--- config.mk ---
export PLATFORM = sky130hd
export DESIGN_NAME = cpu_bus_bridge_flat
export DESIGN_NICKNAME = d
export VERILOG_FILES = /design/src/rtl/cpu_bus_pkg.sv /design/src/rtl/cpu_bus_bridge_if.sv /design/src/rtl/cpu_fast_ram.sv /design/src/rtl/cpu_bus_bridge.sv /design/src/flat_wrapper.sv
export SDC_FILE = /design/constraint.sdc
export NUM_CORES = 2
export LEC_CHECK = 0
export ABC_CLOCK_PERIOD_IN_PS = 3350
export CORE_MARGIN = 1
export CORE_UTILIZATION = 47
export DETAILED_ROUTE_END_ITERATION = 10
export PLACE_DENSITY_LB_ADDON = 0.12
export REMOVE_ABC_BUFFERS = 1
export SLEW_MARGIN = 0
export SYNTH_ARGS = -nofsm -noshare
export SYNTH_HDL_FRONTEND = slang
export SYNTH_SLANG_ARGS = --single-unit
export TNS_END_PERCENT = 5
--- constraint.sdc ---
create_clock -name clk -period 3.35 [get_ports clk]
set_input_delay 0.5025 -clock clk [delete_from_list [all_inputs] [get_ports clk]]
set_output_delay 0.5025 -clock clk [all_outputs]
set_load 0.03 [all_outputs]
--- src/rtl/cpu_bus_pkg.sv ---
// Shared types and constants for the 65C02 memory-side bus bridge.
package cpu_bus_pkg;

  typedef logic [1:0] state_t;
  localparam state_t IDLE     = 2'd0;
  localparam state_t EXT_WAIT = 2'd1;
  localparam state_t EXT_DONE = 2'd2;

  typedef enum logic {
    SEL_FAST = 1'b0,
    SEL_EXT  = 1'b1
  } src_sel_e;

  localparam logic [7:0] DI_ERR = 8'hFF;

endpackage

--- src/rtl/cpu_bus_bridge_if.sv ---
// CPU-side and external-side signals of the bus bridge; master is the bridge's view.
interface cpu_bus_bridge_if;
  logic [15:0] AB;
  logic        WE;
  logic [7:0]  DO;
  logic [7:0]  DI;
  logic        RDY;
  logic        ext_req;
  logic        ext_we;
  logic [15:0] ext_addr;
  logic [7:0]  ext_wdata;
  logic [7:0]  ext_rdata;
  logic        ext_ack;
  logic        bus_err;

  modport master (
    input  AB, WE, DO, ext_rdata, ext_ack,
    output DI, RDY, ext_req, ext_we, ext_addr, ext_wdata, bus_err
  );

  modport slave (
    output AB, WE, DO, ext_rdata, ext_ack,
    input  DI, RDY, ext_req, ext_we, ext_addr, ext_wdata, bus_err
  );
endinterface

--- src/rtl/cpu_fast_ram.sv ---
// Single-port zero-page/stack RAM with registered read; read data holds when not enabled.
module cpu_fast_ram #(
  parameter int unsigned AW = 9
) (
  input  logic          clk_i,
  input  logic          en_i,
  input  logic          we_i,
  input  logic [AW-1:0] addr_i,
  input  logic [7:0]    wdata_i,
  output logic [7:0]    rdata_o
);
  logic [7:0] mem_q [2**AW];

  always_ff @(posedge clk_i) begin
    if (en_i) begin
      if (we_i) mem_q[addr_i] <= wdata_i;
      else      rdata_o       <= mem_q[addr_i];
    end
  end
endmodule

--- src/rtl/cpu_bus_bridge.sv ---
// 65C02 memory stage: fast on-chip RAM plus a req/ack external port with timeout.
// Define CPU_BUS_POSTED_WRITE_EN for a one-entry posted write buffer on the external port.
module cpu_bus_bridge
  import cpu_bus_pkg::*;
#(
  parameter int unsigned FAST_AW = 9,
  parameter int unsigned TIMEOUT = 255
) (
  input  logic             clk,
  input  logic             RST,
  cpu_bus_bridge_if.master bus
);
  localparam int unsigned   CW       = $clog2(TIMEOUT);
  localparam logic [CW-1:0] CNT_LAST = CW'(TIMEOUT - 1);

  state_t        state_q, state_d;
  src_sel_e      sel_q, sel_d;
  logic          rdy_q, req_q, req_d, we_q, we_d, err_q, err_d;
  logic [15:0]   addr_q, addr_d;
  logic [7:0]    wdata_q, wdata_d, rdata_q, rdata_d, ram_rdata;
  logic [CW-1:0] cnt_q, cnt_d;

  logic is_fast, slow_acc, ack_hit, tmo_hit;
  logic wb_busy, direct, post, to_pend, pend_fire;
  logic [15:0] pend_addr;
  logic        pend_we;
  logic [7:0]  pend_wdata;

  assign is_fast  = 32'(bus.AB) < (32'd1 << FAST_AW);
  assign slow_acc = rdy_q && !is_fast;
  assign ack_hit  = req_q && bus.ext_ack;
  // Ack has priority over a timeout landing in the same cycle.
  assign tmo_hit  = req_q && !bus.ext_ack && (cnt_q == CNT_LAST);

`ifdef CPU_BUS_POSTED_WRITE_EN
  logic        wb_busy_q, pend_q, pend_we_q;
  logic [15:0] pend_addr_q;
  logic [7:0]  pend_wdata_q;

  assign wb_busy    = wb_busy_q;
  assign to_pend    = slow_acc && wb_busy_q;
  assign post       = slow_acc && !wb_busy_q && bus.WE;
  assign direct     = slow_acc && !wb_busy_q && !bus.WE;
  assign pend_fire  = pend_q && !req_q && !wb_busy_q;
  assign pend_addr  = pend_addr_q;
  assign pend_we    = pend_we_q;
  assign pend_wdata = pend_wdata_q;

  always_ff @(posedge clk) begin
    if (!RST) begin
      wb_busy_q    <= 1'b0;
      pend_q       <= 1'b0;
      pend_we_q    <= 1'b0;
      pend_addr_q  <= '0;
      pend_wdata_q <= '0;
    end else begin
      if (post)                               wb_busy_q <= 1'b1;
      else if (wb_busy_q && (ack_hit || tmo_hit)) wb_busy_q <= 1'b0;
      if (to_pend) begin
        pend_q       <= 1'b1;
        pend_we_q    <= bus.WE;
        pend_addr_q  <= bus.AB;
        pend_wdata_q <= bus.DO;
      end else if (pend_fire) begin
        pend_q <= 1'b0;
      end
    end
  end
`else
  assign wb_busy    = 1'b0;
  assign to_pend    = 1'b0;
  assign post       = 1'b0;
  assign direct     = slow_acc;
  assign pend_fire  = 1'b0;
  assign pend_addr  = '0;
  assign pend_we    = 1'b0;
  assign pend_wdata = '0;
`endif

  always_comb begin
    state_d = state_q;
    sel_d   = sel_q;
    req_d   = req_q;
    we_d    = we_q;
    addr_d  = addr_q;
    wdata_d = wdata_q;
    rdata_d = rdata_q;
    cnt_d   = cnt_q;
    err_d   = 1'b0;
    if (req_q) cnt_d = cnt_q + CW'(1);
    if (ack_hit || tmo_hit) begin
      req_d = 1'b0;
      err_d = tmo_hit;
      if (!wb_busy) begin
        state_d = EXT_DONE;
        rdata_d = ack_hit ? bus.ext_rdata : DI_ERR;
      end
    end
    if (rdy_q) begin
      state_d = IDLE;
      sel_d   = is_fast ? SEL_FAST : SEL_EXT;
    end
    if (direct || to_pend) state_d = EXT_WAIT;
    if (direct || post) begin
      req_d   = 1'b1;
      we_d    = bus.WE;
      addr_d  = bus.AB;
      wdata_d = bus.DO;
      cnt_d   = '0;
    end else if (pend_fire) begin
      req_d   = 1'b1;
      we_d    = pend_we;
      addr_d  = pend_addr;
      wdata_d = pend_wdata;
      cnt_d   = '0;
    end
  end

  always_ff @(posedge clk) begin
    if (!RST) begin
      state_q <= IDLE;
      rdy_q   <= 1'b1;
      sel_q   <= SEL_EXT;
      req_q   <= 1'b0;
      we_q    <= 1'b0;
      addr_q  <= '0;
      wdata_q <= '0;
      rdata_q <= '0;
      cnt_q   <= '0;
      err_q   <= 1'b0;
    end else begin
      state_q <= state_d;
      rdy_q   <= (state_d != EXT_WAIT);
      sel_q   <= sel_d;
      req_q   <= req_d;
      we_q    <= we_d;
      addr_q  <= addr_d;
      wdata_q <= wdata_d;
      rdata_q <= rdata_d;
      cnt_q   <= cnt_d;
      err_q   <= err_d;
    end
  end

  cpu_fast_ram #(
    .AW(FAST_AW)
  ) u_fast_ram (
    .clk_i  (clk),
    .en_i   (RST && rdy_q && is_fast),
    .we_i   (bus.WE),
    .addr_i (bus.AB[FAST_AW-1:0]),
    .wdata_i(bus.DO),
    .rdata_o(ram_rdata)
  );

  assign bus.DI        = (sel_q == SEL_FAST) ? ram_rdata : rdata_q;
  assign bus.RDY       = rdy_q;
  assign bus.ext_req   = req_q;
  assign bus.ext_we    = we_q;
  assign bus.ext_addr  = addr_q;
  assign bus.ext_wdata = wdata_q;
  assign bus.bus_err   = err_q;
endmodule

--- src/flat_wrapper.sv ---
// flat-port wrapper written by rule: the top's interface ports become plain ports
module cpu_bus_bridge_flat import cpu_bus_pkg::*;
#(
  parameter int unsigned FAST_AW = 9,
  parameter int unsigned TIMEOUT = 255
)
  (clk, RST, bus_AB, bus_WE, bus_DO, bus_ext_rdata, bus_ext_ack, bus_DI, bus_RDY, bus_ext_req, bus_ext_we, bus_ext_addr, bus_ext_wdata, bus_bus_err);
  cpu_bus_bridge_if bus_i ();
  input  logic clk;
  input  logic RST;
  input wire logic [$bits(bus_i.AB)-1:0] bus_AB;
  input wire logic [$bits(bus_i.WE)-1:0] bus_WE;
  input wire logic [$bits(bus_i.DO)-1:0] bus_DO;
  input wire logic [$bits(bus_i.ext_rdata)-1:0] bus_ext_rdata;
  input wire logic [$bits(bus_i.ext_ack)-1:0] bus_ext_ack;
  output wire logic [$bits(bus_i.DI)-1:0] bus_DI;
  output wire logic [$bits(bus_i.RDY)-1:0] bus_RDY;
  output wire logic [$bits(bus_i.ext_req)-1:0] bus_ext_req;
  output wire logic [$bits(bus_i.ext_we)-1:0] bus_ext_we;
  output wire logic [$bits(bus_i.ext_addr)-1:0] bus_ext_addr;
  output wire logic [$bits(bus_i.ext_wdata)-1:0] bus_ext_wdata;
  output wire logic [$bits(bus_i.bus_err)-1:0] bus_bus_err;
  assign bus_i.AB = bus_AB;
  assign bus_i.WE = bus_WE;
  assign bus_i.DO = bus_DO;
  assign bus_i.ext_rdata = bus_ext_rdata;
  assign bus_i.ext_ack = bus_ext_ack;
  assign bus_DI = bus_i.DI;
  assign bus_RDY = bus_i.RDY;
  assign bus_ext_req = bus_i.ext_req;
  assign bus_ext_we = bus_i.ext_we;
  assign bus_ext_addr = bus_i.ext_addr;
  assign bus_ext_wdata = bus_i.ext_wdata;
  assign bus_bus_err = bus_i.bus_err;
  cpu_bus_bridge #(.FAST_AW(FAST_AW), .TIMEOUT(TIMEOUT)) u_core (.clk(clk), .RST(RST), .bus(bus_i));
endmodule
After elaboration in Yosys (flattened, before gate mapping)
Memories as Yosys holds them, arrays and structs flattened. A register that Yosys moved wholly into a read port is not among the register bits.
Index checks and enable logic that the tools add are counted.
- flip-flop bits (word level): 47
- bits in writable memories: 4096
- input port bits: 36
- word-level logic and storage cells: 41
- memories: 1
- add/subtract/negate cells: 1
- order comparisons: 1
- equal/unequal tests: 2
- muxes and demuxes: 11
- bitwise gates (word level): 2
- reductions and logical operators: 13
- memories (name ; words ; bits a word ; rd ports ; clocked after memory_dff ; write ports ; line ; RTL):
    u_core.u_fast_ram.mem_q ; 512 ; 8 ; 1 ; 1 ; 1 ; cpu_fast_ram.sv:12 ; logic [7:0] mem_q [2**AW];
- operators by type and width (kind ; count):
    $lt A16 B10 Y1 const B ; 1
    $mux W8 ; 2
    $add A8 B1 Y8 const B ; 1
    $eq A8 B8 Y1 const B ; 1
    $logic_and A1 B1 Y1 ; 6
    $mux W1 ; 6
    $mux W2 ; 3
    $reduce_and A2 Y1 ; 2
    $logic_not A1 Y1 ; 2
    $ne A2 B1 Y1 const B ; 1
    $not A1 Y1 ; 2
    $reduce_bool A2 Y1 ; 1
    $reduce_or A2 Y1 ; 1
    $logic_or A1 B1 Y1 ; 1

Logic depth before layout (Yosys ltp)
- depth after elaboration: 8
- gate-level depth with buffers: 13
- mapped depth without buffers: 8

Cells and area by module
Synthesis repeated with hierarchy kept, for this count alone.
- cell total of the unflattened synthesis: 7757
- area total of the unflattened synthesis: 161277.2 um2
- modules (own cells, without submodules) (module ; times used ; cells each ; area each (um2) ; sequential area each (um2)):
    cpu_fast_ram ; 1 ; 7539 ; 159231.5 ; 123238.2
    cpu_bus_bridge ; 1 ; 218 ; 2045.7 ; 940.9

Worst setup path after synthesis
No wires, ideal clock.
- path type: input-to-reg
- start point: input bus_AB[11]
- end point: memory u_core.u_fast_ram.mem_q[336][0] (enable)
- setup time: 0.370 ns
- data arrival time: 2.699 ns
- required time: 2.980 ns
- setup slack: 0.281 ns
- stages on the path: 7
- path through: or4_1 -> nor4_2 -> nand4_1 -> nor2_1 -> nand2_1 -> clkbuf_1 -> nor2_1
- longest elaborated chain between the ends: 4
- RTL lines (element ; line ; RTL):
    start, declared ; flat_wrapper.sv:11 ; input wire logic [$bits(bus_i.AB)-1:0] bus_AB;
    $lt A16 B10 Y1 ; cpu_bus_bridge.sv:29 ; assign is_fast = 32'(bus.AB) < (32'd1 << FAST_AW);
    $logic_and A1 B1 Y1 ; cpu_bus_bridge.sv:149 ; .en_i (RST && rdy_q && is_fast),
    $mux W1 ; cpu_fast_ram.sv:15 ; if (en_i) begin
    $mux W1 (implied by the code) ; cpu_fast_ram.sv:16 ; if (we_i) mem_q[addr_i] <= wdata_i;
    end, declared ; cpu_fast_ram.sv:12 ;
No other way between the ends.

==> flow_results.xml <==
<?xml version="1.0" encoding="UTF-8"?>
<metrics>
  <group name="outcome">
    <metric name="status" unit="">finished, violations left</metric>
    <metric name="failed_checks" unit="">negative setup slack</metric>
  </group>
  <group name="die">
    <metric name="num_io_pins" unit="">72</metric>
    <metric name="die_width" unit="um">587.8</metric>
    <metric name="row_count" unit="">214</metric>
    <metric name="die_height" unit="um">587.8</metric>
    <metric name="overall_die_area" unit="um^2">345500</metric>
    <metric name="floorplan.core_area" unit="um^2">340600</metric>
    <metric name="initial_core_utilization" unit="%">47.36</metric>
  </group>
  <group name="clock_network">
    <metric name="clock-root-buffer" unit="">clkbuf_16</metric>
    <metric name="worst_setup_hold_path_clk_slew" unit="ns">0.07</metric>
    <metric name="clock_tree.htree_level_count" unit="">5</metric>
    <metric name="postCtsSetupBuffers" unit="">0</metric>
    <metric name="tritoncts_clock_tree" unit="">done</metric>
    <metric name="cts_inserted_buffers" unit="">429</metric>
    <metric name="clk_latency" unit="ns">0.99</metric>
    <metric name="tritoncts_num_sinks" unit="">4151</metric>
    <metric name="clock_path_buffers" unit="">4</metric>
  </group>
  <group name="synthesis">
    <metric name="yosys_register_bits" unit="">4151</metric>
    <metric name="syn_avg_cell_area" unit="um^2">20.98</metric>
    <metric name="synth.most_common_cell" unit="">edfxtp_1</metric>
    <metric name="synth_cells" unit="">7688</metric>
    <metric name="ys.warnings.count" unit="">0</metric>
    <metric name="ys.flop_type" unit="">edfxtp_1</metric>
    <metric name="ys_async_sr_fraction" unit="%">0</metric>
    <metric name="yosysSeqAreaShare" unit="%">76.99</metric>
    <metric name="synth.area.top_cells" unit="">edfxtp_1, mux4_2, mux2i_1</metric>
    <metric name="synth_edf_count" unit="">4104</metric>
    <metric name="post_synth_most_frequent_cells" unit="">edfxtp_1, mux4_2, nor2_1, mux2i_1, nand2_1</metric>
    <metric name="synth_area_leader_cell" unit="">edfxtp_1</metric>
    <metric name="synth_top_cell_area_share" unit="%">76.40</metric>
    <metric name="netlist_area" unit="um^2">161300</metric>
    <metric name="synth.distinct_cells" unit="">80</metric>
  </group>
  <group name="critical_path">
    <metric name="timing.setup.critical_path_class" unit="">reg2reg</metric>
    <metric name="worst_r2r_endpoint" unit="">u_core.u_fast_ram.rdata_o[6]$_DFFE_PP_</metric>
    <metric name="startpoint_type" unit="">flop</metric>
    <metric name="setup.worst_path.end_class" unit="">flop</metric>
    <metric name="reg2reg_depth" unit="">10</metric>
    <metric name="cp.required" unit="ns">4.04</metric>
    <metric name="rr_startpoint" unit="">u_core.u_fast_ram.mem_q[247][6]$_DFFE_PP_</metric>
    <metric name="setup.reg_to_reg.worst_slack" unit="ns">-0.02</metric>
    <metric name="critPathArrivalTime" unit="ns">4.06</metric>
    <metric name="cp_max_fo" unit="">1</metric>
  </group>
  <group name="power">
    <metric name="power.sequential.fraction" unit="%">51.3</metric>
    <metric name="power_frac_comb" unit="%">5.6</metric>
    <metric name="switching_power" unit="uW">24040</metric>
    <metric name="p_sw_share" unit="%">21.60</metric>
    <metric name="power.density_cell_area" unit="nW/um^2">567.9</metric>
    <metric name="power_frac_clock" unit="%">43.0</metric>
    <metric name="internal" unit="uW">87270</metric>
    <metric name="power.static_leakage" unit="uW">0.06545</metric>
    <metric name="irDropWorstVdd" unit="mV">0.4415</metric>
  </group>
  <group name="layout">
    <metric name="multiInputGateArea" unit="um^2">34690</metric>
    <metric name="final_layout_size_suffix_gt1_share" unit="%">35.71</metric>
    <metric name="final_area" unit="um^2">196000</metric>
    <metric name="layout-area-overhead-vs-synth" unit="%">21.51</metric>
    <metric name="finalNetCount" unit="">9539</metric>
    <metric name="layout.filler_cells" unit="">25170</metric>
    <metric name="seq_area" unit="um^2">124200</metric>
  </group>
  <group name="sta">
    <metric name="final.setup.worst_slack" unit="ns">-0.01635</metric>
    <metric name="report.final.slew_viol_count" unit="">0</metric>
    <metric name="setup_skew" unit="ns">0.08345</metric>
    <metric name="fin_hold_ws" unit="ns">0.05296</metric>
    <metric name="final_period_minus_worst_setup_slack" unit="ns">3.366</metric>
    <metric name="setup-violations-final" unit="">1</metric>
    <metric name="hold_viol_final" unit="">0</metric>
    <metric name="final.setup.tns" unit="ns">-0.01635</metric>
    <metric name="grt_setup_unrepaired" unit="">no</metric>
    <metric name="worst-slew-pin-transition" unit="ns">1.398</metric>
    <metric name="max-slew-margin-rel" unit="%">6.069</metric>
    <metric name="final_min_period_over_clock_period" unit="%">100.5</metric>
    <metric name="max_freq" unit="MHz">297.1</metric>
  </group>
  <group name="min_path">
    <metric name="holdPathEnd" unit="">u_core.bus.ext_addr[2]$_SDFFE_PN0P_</metric>
    <metric name="min_path_cells" unit="">4</metric>
    <metric name="start_point_of_the_worst_min_delay_path" unit="">bus_AB[2]</metric>
    <metric name="hold_path.class" unit="">in2reg</metric>
  </group>
  <group name="global_route">
    <metric name="congestion_overflow_gr" unit="">0</metric>
    <metric name="first_global_vias" unit="">87090</metric>
    <metric name="largest_net_degree_at_the_start_of_global_routing" unit="">113</metric>
    <metric name="grt_antenna_before_repair" unit="">30</metric>
    <metric name="overall_global_routing_resource_usage" unit="%">28.18</metric>
    <metric name="wire_length_of_the_first_global_routing_pass" unit="um">682500</metric>
  </group>
  <group name="route">
    <metric name="wl_met3" unit="um">45980</metric>
    <metric name="routed_wl" unit="um">489300</metric>
    <metric name="top_layer_used" unit="">met5</metric>
    <metric name="route.detailed.vias_per_inst" unit="">6.057</metric>
    <metric name="routed-via-count" unit="">87240</metric>
    <metric name="detailedRoute.firstPassIterationCount" unit="">5</metric>
    <metric name="met2_length" unit="um">226700</metric>
    <metric name="wire_length_on_met1" unit="um">198200</metric>
    <metric name="first_iter_violations" unit="">11550</metric>
    <metric name="wl_per_cell" unit="um">33.97</metric>
    <metric name="drc" unit="">0</metric>
    <metric name="drt.antenna.violating_nets" unit="">0</metric>
  </group>
  <group name="placed_design">
    <metric name="routability_congestion" unit="">0.9281</metric>
    <metric name="post_dp_cell_area" unit="um^2">181800</metric>
    <metric name="dp_hpwl" unit="um">331300</metric>
    <metric name="portBuffers" unit="">71</metric>
  </group>
  <group name="run">
    <metric name="max_cap_viols" unit="">0</metric>
  </group>
</metrics>
[final cells by class]
| class | instances | area share [%] |
|---|---|---|
| Clock inverter | 272 | 1.486 |
| Multi-Input combinational cell | 3044 | 17.70 |
| Sequential cell | 4151 | 63.36 |
| Timing Repair Buffer | 1869 | 8.829 |
| Antenna cell | 12 | 0.01532 |
| Inverter | 6 | 0.01404 |
| Tap cell | 4536 | 2.896 |
| Clock buffer | 513 | 5.697 |
[what timing repair did]
item / in CTS / in global routing
endpoints found under the hold margin: 25 / 0
hold buffers: 4 / 0
setup endpoints to repair: 10 / 0
gates resized for setup: 4 / 0
[per-layer routing]
metal	GRT usage, %	vias up
met5	0	-
met4	9.474	10
met3	5.663	715
met2	43.56	4252
met1	40.37	46560
li1	-	35700
[cell usage in the layout (no fill, tap or decap), types with 16 or more instances in the layout]
master / count
mux2i_1: 302
bufinv_16: 51
clkinv_2: 84
mux4_2: 949
nand2_1: 190
o22ai_1: 95
clkbuf_1: 77
buf_4: 1553
buf_12: 242
nand3_1: 137
a21boi_0: 26
o21ai_0: 87
clkbuf_16: 433
a221oi_1: 17
nand4_1: 71
a22o_1: 32
a21oi_1: 68
clkdlybuf4s50_1: 53
nor2_1: 572
clkinvlp_4: 16
edfxtp_1: 4104
mux2_2: 80
dfxtp_1: 46
clkinv_1: 92
a211oi_1: 21
a22oi_1: 119
[worst max-delay path, cell delays in order, from the launching register on]
cell      delay (ns)
edfxtp_1        0.35
mux4_2          0.52
nand4_1         0.19
nand4_1         0.24
nor4_1          0.31
buf_4           0.19
nand2_1         0.26
buf_4           0.25
nor4bb_2        0.46
buf_4           0.19
nand3_1         0.09
[power by group through the flow]
stage	Combinational [uW]	Clock, uW	Sequential, uW
floorplan	1860	0	58300
global placement	6200	0	58200
detailed placement	6270	0	58200
CTS	6290	48600	57100
global route	6500	50400	57100
finish	6280	47900	57100
[stage by stage]
| stage | setup slack [ns] | total power (uW) | utilization (%) | instances |
|---|---|---|---|---|
| finish | -0.01635 | 111300 | 57.54 | 14400 |
| floorplan | -1.363 | 60120 | - | 7201 |
| global placement | -0.9792 | 64400 | 53.39 | 13600 |
| global route | 0.02882 | 114000 | 57.54 | 14390 |
| CTS | 0.07399 | 112000 | 57.54 | 14390 |
| detailed placement | -0.9643 | 64470 | 53.39 | 13600 |
[kinds of logic (layout without fill, tap and decap cells)]
group	after synthesis	count (layout)	share of synthesized area, %
buffers and inverters	493	2660	1.657
flip-flops	4151	4151	76.99
other	0	12	0
XOR/XNOR	7	7	0.03801
adder cells (fa/ha/maj)	2	2	0.01551
multiplexers	1331	1331	15.68
AND/OR/NAND/NOR	1139	1139	3.194
AO/OA/AOI/OAI	565	565	2.426
[sequential cells by signal (all words and copies together), names as in the netlist]
name / flops
u_core.sel_q: 1
u_core.bus.RDY: 1
u_core.state_q: 2
u_core.bus.ext_req: 1
u_core.bus.ext_we: 1
u_core.bus.ext_addr: 16
u_core.bus.bus_err: 1
u_core.rdata_q: 8
u_core.cnt_q: 8
u_core.u_fast_ram.mem_q: 4096
u_core.bus.ext_wdata: 8
u_core.u_fast_ram.rdata_o: 8
[worst max path at each step]
stage,startpoint,to,slack [ns],cells past startpoint
floorplan,bus_AB[5],u_core.u_fast_ram.rdata_o[4]$_DFFE_PP_,-1.36,6
global placement,bus_AB[1],u_core.u_fast_ram.rdata_o[6]$_DFFE_PP_,-0.98,9
detailed placement,bus_AB[0],u_core.u_fast_ram.rdata_o[6]$_DFFE_PP_,-0.96,13
CTS,bus_AB[1],u_core.u_fast_ram.rdata_o[6]$_DFFE_PP_,0.07,9
global route,u_core.u_fast_ram.mem_q[247][6]$_DFFE_PP_,u_core.u_fast_ram.rdata_o[6]$_DFFE_PP_,0.03,10
finish,u_core.u_fast_ram.mem_q[247][6]$_DFFE_PP_,u_core.u_fast_ram.rdata_o[6]$_DFFE_PP_,-0.02,10
No activity file was read; power rests on OpenSTA's default activity.
